### src/rtl/button_debounce.sv
// Debounces a raw, possibly bouncing button contact into a clean pressed level.
// Ports: i_clk, i_rst_n (async low), i_btn raw; o_level, o_press, o_release, o_busy.
module button_debounce #(
  parameter int DEBOUNCE_CYCLES = 16,
  parameter bit ACTIVE_LOW      = 1
) (
  input  logic i_clk,
  input  logic i_rst_n,
  input  logic i_btn,
  output logic o_level,
  output logic o_press,
  output logic o_release,
  output logic o_busy
);

  localparam int CW = $clog2(DEBOUNCE_CYCLES) + 1;
  localparam logic [CW-1:0] LAST = CW'(DEBOUNCE_CYCLES - 1);
  localparam logic REL_RAW = ACTIVE_LOW;

  typedef enum logic [1:0] {
    REL,
    REL_CHK,
    PRS,
    PRS_CHK
  } state_t;

  state_t state, state_n;
  logic [CW-1:0] cnt, cnt_n;
  logic level_n, press_n, release_n, busy_n;
  logic s1, s2, sample;

  // The synchronizer rests at the raw released level so that
  // reset never looks like a press.
  always_ff @(posedge i_clk or negedge i_rst_n) begin
    if (!i_rst_n) begin
      s1 <= REL_RAW;
      s2 <= REL_RAW;
    end else begin
      s1 <= i_btn;
      s2 <= s1;
    end
  end

  assign sample = s2 ^ REL_RAW;

  always_comb begin
    state_n   = state;
    cnt_n     = cnt;
    level_n   = o_level;
    press_n   = 1'b0;
    release_n = 1'b0;
    unique case (state)
      REL, PRS: begin
        if (sample != o_level) begin
          state_n = (state == REL) ? REL_CHK : PRS_CHK;
          cnt_n   = CW'(1);
        end else begin
          cnt_n = '0;
        end
      end
      REL_CHK, PRS_CHK: begin
        if (sample == o_level) begin
          // Bounced back: drop the candidate, restart the window later.
          state_n = (state == REL_CHK) ? REL : PRS;
          cnt_n   = '0;
        end else if (cnt == LAST) begin
          state_n   = (state == REL_CHK) ? PRS : REL;
          cnt_n     = '0;
          level_n   = ~o_level;
          press_n   = (state == REL_CHK);
          release_n = (state == PRS_CHK);
        end else begin
          cnt_n = cnt + 1'b1;
        end
      end
      default: begin
        state_n = REL;
        cnt_n   = '0;
      end
    endcase
    busy_n = (state_n == REL_CHK) || (state_n == PRS_CHK);
  end

  always_ff @(posedge i_clk or negedge i_rst_n) begin
    if (!i_rst_n) begin
      state     <= REL;
      cnt       <= '0;
      o_level   <= 1'b0;
      o_press   <= 1'b0;
      o_release <= 1'b0;
      o_busy    <= 1'b0;
    end else begin
      state     <= state_n;
      cnt       <= cnt_n;
      o_level   <= level_n;
      o_press   <= press_n;
      o_release <= release_n;
      o_busy    <= busy_n;
    end
  end

endmodule

### config.mk
export PLATFORM = sky130hd
export DESIGN_NAME = button_debounce
export DESIGN_NICKNAME = d
export VERILOG_FILES = /design/src/rtl/button_debounce.sv
export SDC_FILE = /design/constraint.sdc
export NUM_CORES = 1
export LEC_CHECK = 0
export ABC_AREA = 0
export CAP_MARGIN = 10
export CORE_AREA = 2 2 39 41
export CTS_CLUSTER_SIZE = 10
export DETAILED_ROUTE_END_ITERATION = 8
export DIE_AREA = 0 0 41 43
export PLACE_DENSITY_LB_ADDON = 0.3
export SLEW_MARGIN = 0
export SYNTH_ARGS = -nofsm -noshare
export SYNTH_HDL_FRONTEND = slang
export SYNTH_SLANG_ARGS = --single-unit
### constraint.sdc
create_clock -name i_clk -period 3.1 [get_ports i_clk]
set_input_delay 0.465 -clock i_clk [delete_from_list [all_inputs] [get_ports i_clk]]
set_output_delay 0.465 -clock i_clk [all_outputs]
set_load 0.05 [all_outputs]
======== After elaboration in Yosys (flattened, before gate mapping) ========
Cells that the tools add are included.
operators by class
  $add $sub $neg .......................... 1
  eq/ne operators ......................... 8
  mux-type cells .......................... 17
  reduce and logical (&&, ||, !) cells .... 5
  bitwise operators ....................... 3
operator list
  cell                                           number
  two-way mux 2 bit                              6
  two-way mux 5 bit                              2
  one-hot mux 5 bit (2 select lines)             1
  two-way mux 1 bit                              7
  == test 2 bit, second input constant           3
  adder 5 x 1 -> 5 bit, second input constant    1
  == test 5 x 4 -> 1 bit, second input constant  1
  == test 2 x 1 -> 1 bit, second input constant  2
  one-hot mux 2 bit (2 select lines)             1
  OR reduction 2 bit                             2
  inverter 1 bit                                 3
  AND reduction 3 bit                            1
  logical NOT 2 bit                              1
  == test 1 bit                                  1
  logical OR 1 bit                               1
  != test 1 bit                                  1
word-level totals
  word-level logic and storage cells ...... 42
  output and inout bits ................... 4
  bits in registers ....................... 13

======== Longest topological paths before layout ========
  word-level depth ........................ 7
  depth in mapped cells ................... 4

======== Least setup slack after synthesis ========
OpenSTA, ideal clock, no wires.
  path kind ............................... register to register
  start ................................... register o_level
  end ..................................... register cnt[1]
  setup time .............................. 89 ps
  path buffers ............................ 0
  cell stages (with the launch flop) ...... 4
  required time ........................... 3,011 ps
  slack ................................... 1,803 ps
  arrival ................................. 1,209 ps
  cells stage by stage .................... dfrtp_1 -> xnor2_2 -> nand2_1 -> nor3b_1
between the ends
  word-level cells in the longest chain between the ends .. 3
RTL lines
  what                                RTL line  source
  start: declaration                  10        output logic o_level,
  start signal: assignment            95        o_level <= level_n;
  == test 1 bit                       62        if (sample == o_level) begin
  two-way mux 5 bit                   62
  one-hot mux 5 bit (2 select lines)  52        unique case (state)
  net cnt_n[1]                        28        logic [CW-1:0] cnt, cnt_n;
  end signal: assignment              94        cnt <= cnt_n;
  end: declaration                    28
The timed path passes the listed nets, and every way through them passes these cells.
A chain may end at the register's enable or synchronous reset.

======== Worst setup path after layout ========
  start ................................... register o_busy
  end ..................................... output port o_busy
RTL lines
  what                      RTL line  source
  start: declaration        13        output logic o_busy
  start signal: assignment  98        o_busy <= busy_n;
No word-level cell between the ends.

==> qor.csv <==
metric,value,unit
Setup Skew,0.009298,ns
core area,0.001384,sq mm
Yosys cell types,17,
RSZ-0062 raised after global routing,no,
leakage,0.0002396,uW
max cap viols,0,
CTS H-tree depth,1,
hold path startpoint,s1,
dpl hpwl,509.8,um
dominant cell type by area after synthesis,dfrtp_1,
grt ovf,0,
Synth-to-Final Area Change,22.79,%
Max Freq,496.2,MHz
Post-CTS Resized,0,
port bufs,6,
"commonest non-fill, non-tap cell in the layout",dfrtp_1,
first-pass GRT wire length,1214,um
Die Ht,43,um
Hold Path Stages,0,
Sink Count,12,
Slew @ Worst Pin,0.5208,ns
status,completed,
Routed WL,717,um
total CTS buffers,3,
Yosys top cell area share,0.5362,
max incr delay on CP,0.84,ns
Power Density,486.2,mW/mm^2
Post-Layout Cell Count,60,
critical path buffer and inverter count,1,
Inst Count DP,56,
CP Data Required Time,2.63,ns
Bufs on Longest Clock Path,2,
Hold Path Class,flop to flop,
post-route clock period utilization,0.6502,
Worst R2R Setup Slack,1.80,ns
Final setup viols,0,
worst r2r src,cnt[0],
setup bufs post-CTS,0,
Critical Path Source,o_busy,
IO Count,7,
crit-path cells,clkdlybuf4s50_1,
Detailed Routing Iterations Pass 1,4,
Post-CTS Hold Buffers,0,
synthesized area per cell,13.73,sq um
Final Hold Fails,0,
overall power,278.6,uW
CTS tree,built,
Critical Path End Type,primary output,
fraction of layout instances using a drive strength above 1,0.2045,
initial DRC count,3,
fillers,136,
antenna violations before repair,0,
register bit total from synthesis,12,
pin count of the biggest net entering global routing,13,
initial core utilization,0.3373,
CP top delay family,buffers and inverters,
r2r endpoint,cnt[0],
CP Launch Type,flop,
wire length per cell,11.95,um
Yosys warnings,0,
post-route ant nets,0,
WS Path Type,flop to primary output,
maximum VDD drop,0.0002811,V
Final Slew Violations,0,
CP arrival,1.55,ns
"commonest non-fill, non-tap cells in the layout","dfrtp_1 (10), clkdlybuf4s50_1 (6), nor2_1 (4), xnor2_1 (3), clkbuf_4 (3)",
GPL Wtd Cong,0.6461,
"Slowest-stage cell, CP",clkdlybuf4s50_1,
gr usage total,0.1072,
diode count,0,
DR vias,272,
Mapped Nets,38,
Slew HR,0.6517,
die area,0.001763,sq mm
design area,573.1,sq um
"Clk Latency, worst-skew pair",0.27,ns
DRC Markers,0,
worst reg-to-reg path cell count,4,
"Min Clock Period, post-route",2.015,ns
sequential share of the synthesized area,0.6488,
Hold EP,s2,
Mapped Cells,34,
mapped cell area,466.7,sq um
Area after DPL,546.8,sq um
Final nets,49,
setup TNS,0,ns
Die Width,41,um
CTS Root Buffer Type,clkbuf_4,
vias in the first global route,307,
CTS clock-pin slew for the worst setup and hold paths,0.07,ns
Area contributors post-synth,"dfrtp_1 (54%), dfstp_2 (11%), xnor2_1 (5.6%), nand3_4 (3.8%), xnor2_2 (3.5%)",
Core Rows,14,
Crit Path Max Fanout,5,
vias per cell,4.533,
[per-layer routing]
layer / global-route usage / vias up / wire [um]
li1: - / 131 / -
met1: 0.1298 / 135 / 304
met5: 0 / - / 0
met3: 0.01571 / 0 / 34
met2: 0.1531 / 6 / 378
met4: 0.1000 / 0 / 0
[synthesized netlist by cell type]
library cell and number:
dfstp_2 2, nor2_1 4, dfrtp_1 10, o21ai_0 1, nor3b_1 1, nand3_1 2, nand2_1 2, ha_1 1
xnor2_1 3, a21boi_0 1, xnor2_2 1, and4b_4 1, and2_2 1, xor2_1 1, inv_1 1, nor3_1 1
nand3_4 1
[stage by stage]
stage / util / worst slack [ns] / hold WS, ns
after global routing: 0.4141 / 1.038 / 0.3704
after global placement: 0.3951 / 1.398 / 0.3492
final: 0.4141 / 1.085 / 0.3626
after detailed placement: 0.3951 / 1.378 / 0.3509
after floorplan: - / 1.803 / 0.1694
after CTS: 0.4141 / 1.070 / 0.3639
[registers in the layout (all words and copies together) (netlist names), named ones only]
register	flops
cnt	5
o_busy	1
o_level	1
o_press	1
o_release	1
s1	1
s2	1
[cell families (layout without fill, tap and decap cells)]
logic type / count (synthesis) / after routing / synth area share
fa+ha+maj: 1 / 1 / 0.02681
flops: 12 / 12 / 0.6488
buf+inv: 1 / 11 / 0.008035
simple gates: 13 / 13 / 0.1796
compound gates: 2 / 2 / 0.02681
xor+xnor: 5 / 5 / 0.1099
[report_power, final]
group	switching [uW]	internal (uW)
clock	48.4	49.8
sequential	3.24	161
combinational	9.08	6.82
[worst max path at each step]
stage | cells past startpoint | end | slack [ns]
final | 1 | o_busy | 1.08
after global routing | 1 | o_busy | 1.04
after CTS | 1 | o_busy | 1.07
after detailed placement | 1 | o_busy | 1.38
after global placement | 1 | o_busy | 1.40
after floorplan | 3 | cnt[1] | 1.80
[cell type report]
| class | instances | area, sq um | area share |
|---|---|---|---|
| flip-flops and latches | 12 | 302.8 | 0.5284 |
| multi-input cells | 21 | 160.2 | 0.2795 |
| repair buffers | 6 | 60.06 | 0.1048 |
| clock buffers | 4 | 26.28 | 0.04585 |
| well taps | 16 | 20.02 | 0.03493 |
| inverters | 1 | 3.754 | 0.006550 |
Note: power is estimated with default switching activity, not from simulation.
